<file path="config.mk">
export PLATFORM = sky130hd
export DESIGN_NAME = led_cmd_sched
export DESIGN_NICKNAME = d
export VERILOG_FILES = /design/src/rtl/led_cmd_sched.sv
export SDC_FILE = /design/constraint.sdc
export NUM_CORES = 1
export LEC_CHECK = 0
export ABC_AREA = 0
export ABC_CLOCK_PERIOD_IN_PS = 2300
export CAP_MARGIN = 20
export CORE_ASPECT_RATIO = 1.5
export CORE_UTILIZATION = 56
export CTS_BUF_LIST = sky130_fd_sc_hd__clkbuf_8
export DETAILED_ROUTE_END_ITERATION = 8
export PLACE_DENSITY_LB_ADDON = 0.08
export SLEW_MARGIN = 20
export SYNTH_ARGS = -nofsm -noshare
export SYNTH_HDL_FRONTEND = slang
export SYNTH_SLANG_ARGS = --single-unit
</file>
<file path="constraint.sdc">
create_clock -name clk -period 2.3 [get_ports clk]
set_input_delay 0.23 -clock clk [delete_from_list [all_inputs] [get_ports clk]]
set_output_delay 0.23 -clock clk [all_outputs]
set_load 0.005 [all_outputs]
</file>
<file path="src/rtl/led_cmd_sched.sv">
// led_cmd_sched
//   Sequences timed colour/brightness commands for the two RGB_LED channels of
//   the reaction-time tester. Each channel runs off / solid / blink, either for a
//   number of prescaled ticks or indefinitely, and owns one pending slot so a
//   follow-up pattern can be queued behind a timed command.
//
//   Optional build macro: LED_BLINK_SYNC_EN
//     defined   - one shared free-running blink phase, both LEDs blink in unison
//     undefined - each channel restarts its own blink phase (ON) on every load
//
// Ports
//   clk, rstn            clock, asynchronous active-low reset
//   cmd_valid/cmd_ready  command handshake (cmd_ready is combinational)
//   cmd_ch               target channel (0 = LED1, 1 = LED2)
//   cmd_mode             00 off, 01 solid, 10 blink, 11 off
//   cmd_color/cmd_bright RGB bits / brightness (0 half, 1 full)
//   cmd_dur              duration in ticks, 0 = indefinite
//   abort[1:0]           per-channel clear, bit0 = LED1
//   color1/2, bright1/2  registered drive to RGB_LED
//   busy[1:0]            channel running a timed command
//   done[1:0]            one-cycle pulse when a timed command expires
module led_cmd_sched #(
   parameter int TICK_DIV   = 50000,
   parameter int BLINK_HALF = 250,
   parameter int DUR_W      = 16
) (
   input  logic             clk,
   input  logic             rstn,
   input  logic             cmd_valid,
   output logic             cmd_ready,
   input  logic             cmd_ch,
   input  logic [1:0]       cmd_mode,
   input  logic [2:0]       cmd_color,
   input  logic             cmd_bright,
   input  logic [DUR_W-1:0] cmd_dur,
   input  logic [1:0]       abort,
   output logic [2:0]       color1,
   output logic [2:0]       color2,
   output logic             bright1,
   output logic             bright2,
   output logic [1:0]       busy,
   output logic [1:0]       done
);

   localparam int CNT_W = $clog2(TICK_DIV);
   localparam int PH_W  = (BLINK_HALF > 1) ? $clog2(BLINK_HALF) : 1;

   typedef enum logic [1:0] {ST_OFF, ST_SOLID, ST_BLK_ON, ST_BLK_OFF} state_e;

   logic [CNT_W-1:0] pre_q, pre_d;
   logic             tick;

   state_e           state_q [2], state_d [2];
   logic [2:0]       col_q   [2], col_d   [2];
   logic [2:0]       color_q [2], color_d [2];
   logic [DUR_W-1:0] dur_q   [2], dur_d   [2];
   logic [1:0]       pmode_q [2], pmode_d [2];
   logic [2:0]       pcol_q  [2], pcol_d  [2];
   logic [DUR_W-1:0] pdur_q  [2], pdur_d  [2];
   logic [1:0]       brt_q, brt_d, timed_q, timed_d, pend_v_q, pend_v_d;
   logic [1:0]       pbrt_q, pbrt_d, done_q, done_d;
   logic [1:0]       xfer, expire;
   logic             blink_on;

   // Staging for whichever command (pending slot or incoming) gets loaded.
   logic             do_load, ld_brt;
   logic [1:0]       ld_mode;
   logic [2:0]       ld_col;
   logic [DUR_W-1:0] ld_dur;

`ifdef LED_BLINK_SYNC_EN
   logic [PH_W-1:0]  sh_ph_q, sh_ph_d;
   logic             sh_on_q, sh_on_d;
`else
   logic [PH_W-1:0]  ph_q [2], ph_d [2];
`endif

   function automatic state_e mode_state(input logic [1:0] mode, input logic on);
      case (mode)
         2'b01:   return ST_SOLID;
         2'b10:   return on ? ST_BLK_ON : ST_BLK_OFF;
         default: return ST_OFF;
      endcase
   endfunction

   assign tick      = (pre_q == CNT_W'(TICK_DIV - 1));
   assign cmd_ready = ~pend_v_q[cmd_ch] & ~abort[cmd_ch];
   assign color1    = color_q[0];
   assign color2    = color_q[1];
   assign bright1   = brt_q[0];
   assign bright2   = brt_q[1];
   assign busy      = timed_q;
   assign done      = done_q;

   always_comb begin
      pre_d    = tick ? '0 : pre_q + 1'b1;
      brt_d    = brt_q;
      timed_d  = timed_q;
      pend_v_d = pend_v_q;
      pbrt_d   = pbrt_q;
      done_d   = '0;
      xfer     = '0;
      expire   = '0;
      do_load  = 1'b0;
      ld_mode  = '0;
      ld_col   = '0;
      ld_brt   = 1'b0;
      ld_dur   = '0;
`ifdef LED_BLINK_SYNC_EN
      sh_ph_d = sh_ph_q;
      sh_on_d = sh_on_q;
      if (tick) begin
         if (sh_ph_q == PH_W'(BLINK_HALF - 1)) begin
            sh_ph_d = '0;
            sh_on_d = ~sh_on_q;
         end else begin
            sh_ph_d = sh_ph_q + 1'b1;
         end
      end
      // Next-cycle shared phase so a fresh load lines up with the other channel.
      blink_on = sh_on_d;
`else
      blink_on = 1'b1;
`endif
      for (int n = 0; n < 2; n++) begin
         state_d[n] = state_q[n];
         col_d[n]   = col_q[n];
         dur_d[n]   = dur_q[n];
         pmode_d[n] = pmode_q[n];
         pcol_d[n]  = pcol_q[n];
         pdur_d[n]  = pdur_q[n];
         do_load    = 1'b0;
         ld_mode    = cmd_mode;
         ld_col     = cmd_color;
         ld_brt     = cmd_bright;
         ld_dur     = cmd_dur;
         xfer[n]    = cmd_valid & cmd_ready & (cmd_ch == 1'(n));
         expire[n]  = timed_q[n] & tick & (dur_q[n] == DUR_W'(1));

         // Blink progression.
`ifdef LED_BLINK_SYNC_EN
         if (state_q[n] == ST_BLK_ON || state_q[n] == ST_BLK_OFF)
            state_d[n] = sh_on_d ? ST_BLK_ON : ST_BLK_OFF;
`else
         ph_d[n] = ph_q[n];
         if (tick && (state_q[n] == ST_BLK_ON || state_q[n] == ST_BLK_OFF)) begin
            if (ph_q[n] == PH_W'(BLINK_HALF - 1)) begin
               ph_d[n]    = '0;
               state_d[n] = (state_q[n] == ST_BLK_ON) ? ST_BLK_OFF : ST_BLK_ON;
            end else begin
               ph_d[n] = ph_q[n] + 1'b1;
            end
         end
`endif
         if (timed_q[n] && tick)
            dur_d[n] = dur_q[n] - 1'b1;

         if (expire[n]) begin
            timed_d[n] = 1'b0;
            state_d[n] = ST_OFF;
            done_d[n]  = 1'b1;
            if (pend_v_q[n]) begin
               // Pending slot takes over on the same edge: no OFF gap.
               pend_v_d[n] = 1'b0;
               do_load     = 1'b1;
               ld_mode     = pmode_q[n];
               ld_col      = pcol_q[n];
               ld_brt      = pbrt_q[n];
               ld_dur      = pdur_q[n];
            end else begin
               do_load = xfer[n];
            end
         end else if (xfer[n]) begin
            if (timed_q[n]) begin
               pend_v_d[n] = 1'b1;
               pmode_d[n]  = cmd_mode;
               pcol_d[n]   = cmd_color;
               pbrt_d[n]   = cmd_bright;
               pdur_d[n]   = cmd_dur;
            end else begin
               do_load = 1'b1;   // idle or untimed: pre-empt
            end
         end

         if (do_load) begin
            state_d[n] = mode_state(ld_mode, blink_on);
            col_d[n]   = ld_col;
            brt_d[n]   = ld_brt;
            dur_d[n]   = ld_dur;
            timed_d[n] = (ld_dur != '0);
`ifndef LED_BLINK_SYNC_EN
            ph_d[n] = '0;
`endif
         end

         // Abort beats everything, including a same-cycle expiry.
         if (abort[n]) begin
            state_d[n]  = ST_OFF;
            col_d[n]    = '0;
            brt_d[n]    = 1'b0;
            dur_d[n]    = '0;
            timed_d[n]  = 1'b0;
            pend_v_d[n] = 1'b0;
            done_d[n]   = 1'b0;
`ifndef LED_BLINK_SYNC_EN
            ph_d[n] = '0;
`endif
         end

         color_d[n] = (state_d[n] == ST_SOLID || state_d[n] == ST_BLK_ON) ? col_d[n] : 3'b000;
      end
   end

   always_ff @(posedge clk or negedge rstn) begin
      if (!rstn) begin
         pre_q    <= '0;
         brt_q    <= '0;
         timed_q  <= '0;
         pend_v_q <= '0;
         pbrt_q   <= '0;
         done_q   <= '0;
         for (int n = 0; n < 2; n++) begin
            state_q[n] <= ST_OFF;
            col_q[n]   <= '0;
            color_q[n] <= '0;
            dur_q[n]   <= '0;
            pmode_q[n] <= '0;
            pcol_q[n]  <= '0;
            pdur_q[n]  <= '0;
`ifndef LED_BLINK_SYNC_EN
            ph_q[n] <= '0;
`endif
         end
`ifdef LED_BLINK_SYNC_EN
         sh_ph_q <= '0;
         sh_on_q <= 1'b1;
`endif
      end else begin
         pre_q    <= pre_d;
         brt_q    <= brt_d;
         timed_q  <= timed_d;
         pend_v_q <= pend_v_d;
         pbrt_q   <= pbrt_d;
         done_q   <= done_d;
         for (int n = 0; n < 2; n++) begin
            state_q[n] <= state_d[n];
            col_q[n]   <= col_d[n];
            color_q[n] <= color_d[n];
            dur_q[n]   <= dur_d[n];
            pmode_q[n] <= pmode_d[n];
            pcol_q[n]  <= pcol_d[n];
            pdur_q[n]  <= pdur_d[n];
`ifndef LED_BLINK_SYNC_EN
            ph_q[n] <= ph_d[n];
`endif
         end
`ifdef LED_BLINK_SYNC_EN
         sh_ph_q <= sh_ph_d;
         sh_on_q <= sh_on_d;
`endif
      end
   end

endmodule
</file>
Yosys cells after proc, flatten, opt, wreduce, memory -nomap -nowiden
Cells that the tools add are included.
{ "totals": {"reg_bits": 132, "inputBits": 28, "out_inout_bits": 13, "wordCells": 173} }
{ "classes": {"add_sub_neg": 5, "n_lt_le_gt_ge": 1, "n_eq_ne": 17, "mux": 85, "bitwise_logic": 13, "reduce_logical": 26} }
{ "op_table": {"columns": ["cell", "n"], "rows": [
  ["2-to-1 mux 16 bit", 11],
  ["2-to-1 mux 8 bit", 8],
  ["2-to-1 mux 1 bit", 40],
  ["== test 16 x 1 -> 1 bit (second input constant)", 2],
  ["nonzero test 16 bit", 2],
  ["subtractor 16 x 1 -> 16 bit (second input constant)", 2],
  ["2-to-1 mux 3 bit", 10],
  ["nonzero test 3 bit", 10],
  ["2-to-1 mux 2 bit", 14],
  ["adder 16 x 1 -> 16 bit (second input constant)", 1],
  ["adder 8 x 1 -> 8 bit (second input constant)", 2],
  ["== test 16 bit (second input constant)", 1],
  ["== test 2 bit (second input constant)", 8],
  ["== test 8 bit (second input constant)", 2],
  ["bitwise AND 1 bit", 8],
  ["== test 2 x 1 -> 1 bit (second input constant)", 4],
  ["case mux 2 bit (2 select lines)", 2],
  ["AND reduction 3 bit", 2],
  ["NOT 1 bit", 5],
  ["logical AND 1 bit", 4],
  ["logical OR 1 bit", 4],
  ["AND reduction 2 bit", 2],
  ["nonzero test 2 bit", 2],
  ["less-than comparator 1 x 2 -> 1 bit (second input constant)", 1]
]} }

Depth between registers and ports, before layout
{ "logic_depth": {"word_depth": 13, "ltp_mapped": 11, "ltp_nobuf": 9} }

Least setup slack after synthesis
No wires, ideal clock.
{ "synth_path": {"path_type": "reg-to-reg", "start": "reg pre_q[0]", "end": "reg color_q (netlist bit color1[0])", "setup_ps": 119, "arrival_time_ps": 2355, "t_required_ps": 2181, "setup_slack_ps": -174, "path_stages_with_launch": 12, "n_path_buf": 3, "period_less_slack_ps": 2474, "path_cell_list": "dfrtp_1 -> ha_1 -> and3_1 -> buf_2 -> and4_1 -> buf_4 -> a21oi_2 -> or2_1 -> buf_2 -> mux2_2 -> xor2_1 -> and2_1"} }
{ "synth_lines": {"columns": ["element", "line_no", "rtl"], "rows": [
  ["start, declared", "50", "logic [CNT_W-1:0] pre_q, pre_d;"],
  ["start signal, assigned", "239", "pre_q <= pre_d;"],
  ["end signal, assigned by index", "248", "color_q[n] <= color_d[n];"],
  ["end, declared", "55", "logic [2:0] color_q [2], color_d [2];"]
]} }

Final worst setup path
{ "layout_path": {"start": "reg pre_q[4]", "end": "reg dur_q[6] (netlist name)"} }
{ "layout_between": {"elab_chain_len": 6, "word_cells_on_any_way": 9, "classes_between": "eq/ne (1); mux (4); bitwise (2); reduce/logical (2)"} }
{ "layout_lines": {"columns": ["element", "line_no", "rtl"], "rows": [
  ["== test 16 bit *", "86", "assign tick = (pre_q == CNT_W'(TICK_DIV - 1));"],
  ["bitwise AND 1 bit (2 in a row)", "138", "expire[n] = timed_q[n] & tick & (dur_q[n] == DUR_W'(1));"],
  ["2-to-1 mux 16 bit or 2-to-1 mux 1 bit (tied branches)", "158", "if (expire[n]) begin"],
  ["2-to-1 mux 16 bit", "185", "if (do_load) begin"],
  ["2-to-1 mux 16 bit", "197", "if (abort[n]) begin"],
  ["end signal, assigned by index", "249", "dur_q[n] <= dur_d[n];"],
  ["end, declared", "56", "logic [DUR_W-1:0] dur_q [2], dur_d [2];"]
]} }
Every way passes the cells marked *; elsewhere a longest branch is shown, timed or not.
A chain may end at the register's enable or synchronous reset.

==> metrics.md <==
| Metric | Value |
|---|---|
| Status | `complete, but fails checks` |
| Failing checks | `setup timing` |
| Layout cells sized above 1 | `0.299` |
| Most common cell in the netlist | `dfrtp_1` |
| Fin area | `0.00904 mm^2` |
| CP arrival | `2.84 ns` |
| Stages on the worst setup path | `7` |
| I/O pin count | `41` |
| Clk buf depth | `2` |
| Die X | `around 90 um` |
| CP Launch Point | `pre_q[4]` |
| Crit end category | `flop` |
| Critical-path top delay cell | `or4_4` |
| R2R setup slack | `-0.21 ns` |
| Detailed-router iteration count before antenna repair | `4` |
| Initial Utilization | `0.576` |
| PnR worst setup slack | `-0.207 ns` |
| Vias in the first global route | `5990` |
| Post-DR vias/cell | `6.10` |
| Crit path max fanout | `5` |
| Skew final | `0.0132 ns` |
| Antenna violations before repair | `0` |
| Core Area | `~0.012 mm^2` |
| Worst-Skew Late Latency | `0.44 ns` |
| Post-synth ARST share | `1.00` |
| Layout net count | `848` |
| H-tree levels | `4` |
| Synth top area cells | `dfrtp_1 (48%), mux2_2 (7.3%), nor2_1 (4.2%)` |
| CP Launch Type | `flop` |
| Slew headroom | `0.596` |
| HP Class | `input pin to asynchronous set/reset pin` |
| Reg-to-Reg End | `dur_q[6]` |
| Post-Syn Area | `0.00692 mm^2` |
| Overall Global Routing Usage | `0.297` |
| # DRC | `0` |
| Worst-path cell chain | `nor4b_2, nand4_1, or4_4, buf_12, mux2_2, nor2_1, a311oi_2` |
| Post-synthesis sequential area ratio | `0.478` |
| Slew Viols, Final | `0` |
| RSZ-0062 raised after global routing | `yes` |
| CP top delay family | `simple AND/OR/NAND/NOR gates` |
| R2R cell count | `7` |
| Synth Register Bits | `132` |
| Die footprint | `0.0128 mm^2` |
| Drt first-iter violations | `approximately 310` |
| Placed Area | `0.00822 mm^2` |
| Global-route wire length before repair | `29500 um` |
| Count of cell types in the netlist | `57` |
| Synth warnings | `0` |
| Ant diodes | `0` |
| Die Y | `about 140 um` |
| Synth top cells by count | `dfrtp_1 (132), nor2_1 (78), nand2_1 (59)` |
| # fillers | `between 800 and 900` |
| Gr ovfl total | `0` |
| CTS root buf | `clkbuf_8` |
| Leakage | `0.00408 uW` |
| Final period utilization | `1.09` |
| Post-layout util | `0.752` |
| Register clock-pin slew on the reported worst setup and hold paths | `0.08 ns` |
| Drt wl/cell | `approximately 19 um` |
| Total number of vias | `5955` |
| Worst r2r src | `pre_q[4]` |
| Std cell rows | `49` |
| Final Hold Fails | `0` |
| CP Buf/Inv Count | `1` |
| WHS | `roughly 0.34 ns` |
| Setup crit end | `dur_q[6]` |
| MaxCap Viol Count | `0` |
| Worst-Margin Slew | `slightly above 0.6 ns` |
| Syn Inst Count | `between 600 and 700` |
| Slowest stage delay, CP | `between 0.6 and 0.7 ns` |
| Syn Nets | `just over 700` |
| Final ANT Viol Nets | `0` |
| Fmax | `about 400 MHz` |
| CTS tree | `done` |
| Post-synth EDFFs | `0` |
| CTS Sinks | `132` |
| Largest net degree at the start of global routing | `55` |
| Post-layout min period | `2.51 ns` |
| Detailed Place HPWL | `12800 um` |
| Cell taking the most area after synthesis | `dfrtp_1` |
| Ys flop type | `dfrtp_1` |
| IO Port Bufs | `40` |
| Max VDD drop | `461 uV` |
| Post-Syn Area per Cell | `10.2 um^2` |
| Num CTS Buffers | `17` |
| Worst Path Required | `about 2.6 ns` |
| Placer Congestion | `0.854` |
| Setup violators final | `33` |
| Area Overhead vs Synth | `30.7%` |
| Final wirelength | `approximately 19000 um` |
| Pwr dens | `619 mW/mm^2` |
| Critical path class | `flop to flop` |
| Placement Setup Slack | `-0.176 ns` |
| Top cell type's share of synthesized area | `0.478` |
[metrics by stage]
step / std cells / TNS, ns / power [uW]
finish: 977 / -3.12 / 5590
floorplan: 679 / -0.0169 / 3150
global route: 977 / -8.61 / 5820
global placement: 937 / -1.10 / 3520
CTS: 973 / -1.74 / 5560
detailed placement: 937 / -3.03 / 3560
[power breakdown]
part	switching [uW]	total (uW)	internal (uW)
Sequential	179	2720	2540
Clock	892	2000	1110
Combinational	426	876	449
Total	1500	5590	4090
[what timing repair did]
action	CTS	global route
hold buffers	1	0
gates resized for setup	18	51
cloned	0	2
endpoints found under the hold margin	41	0
pin swaps	8	19
setup buffers	3	2
endpoints found under the setup margin	34	98
[how the worst min path moves through the flow]
| stage | startpoint | endpoint |
|---|---|---|
| 3_3_place_gp | rstn | ph_q[5] |
| 6_report | rstn | ph_q[5] |
| 5_1_grt | rstn | ph_q[5] |
| 4_1_cts | rstn | ph_q[5] |
| 3_5_place_dp | rstn | ph_q[5] |
| 2_1_floorplan | rstn | brt_q[0] |
[layout make-up]
class	instances	area, um^2	share of cell area
Timing Repair Buffer	146	1370	0.151
Clock inverter	13	140	0.0155
Tap cell	153	191	0.0212
Multi-Input combinational cell	497	3710	0.411
Sequential cell	132	3300	0.365
Clock buffer	19	262	0.0289
Inverter	17	63.8	0.00706
[state kept, by name (all words and copies together), names as in the netlist, 4 cells and up]
register / flops
col_q: 6
pre_q: 16
ph_q: 16
pdur_q: 32
pcol_q: 6
dur_q: 32
pmode_q: 4
state_q: 4
[cell usage in the layout (no fill, tap or decap), types with 8 or more instances in the layout]
master,count
nand2_1,55
ha_1,8
nor2b_1,8
xnor2_1,18
nor4_1,17
or3_1,10
clkbuf_8,19
buf_4,92
a311oi_1,19
clkdlybuf4s50_1,39
buf_12,10
a21oi_1,22
o21ai_0,15
mux2i_1,13
nand4_1,11
dfrtp_1,132
xor2_1,19
inv_1,19
nor2_1,69
a211oi_1,16
nor3_1,12
mux2_2,44
nand3_1,20
and2_1,9
[logic make-up after synthesis]
family                   share of synthesized area
AO/OA/AOI/OAI                                0.113
XOR/XNOR                                    0.0481
adder cells (fa/ha/maj)                     0.0163
buffers and inverters                       0.0295
flip-flops                                   0.478
multiplexers                                 0.105
AND/OR/NAND/NOR                              0.211
[routing by layer]
metal	GRT usage	share of wire
met2	0.507	0.53
met1	0.355	0.39
met3	0.0479	0.037
met5	0	0
met4	0.161	0.038
No activity file was read; power rests on OpenSTA's default activity.
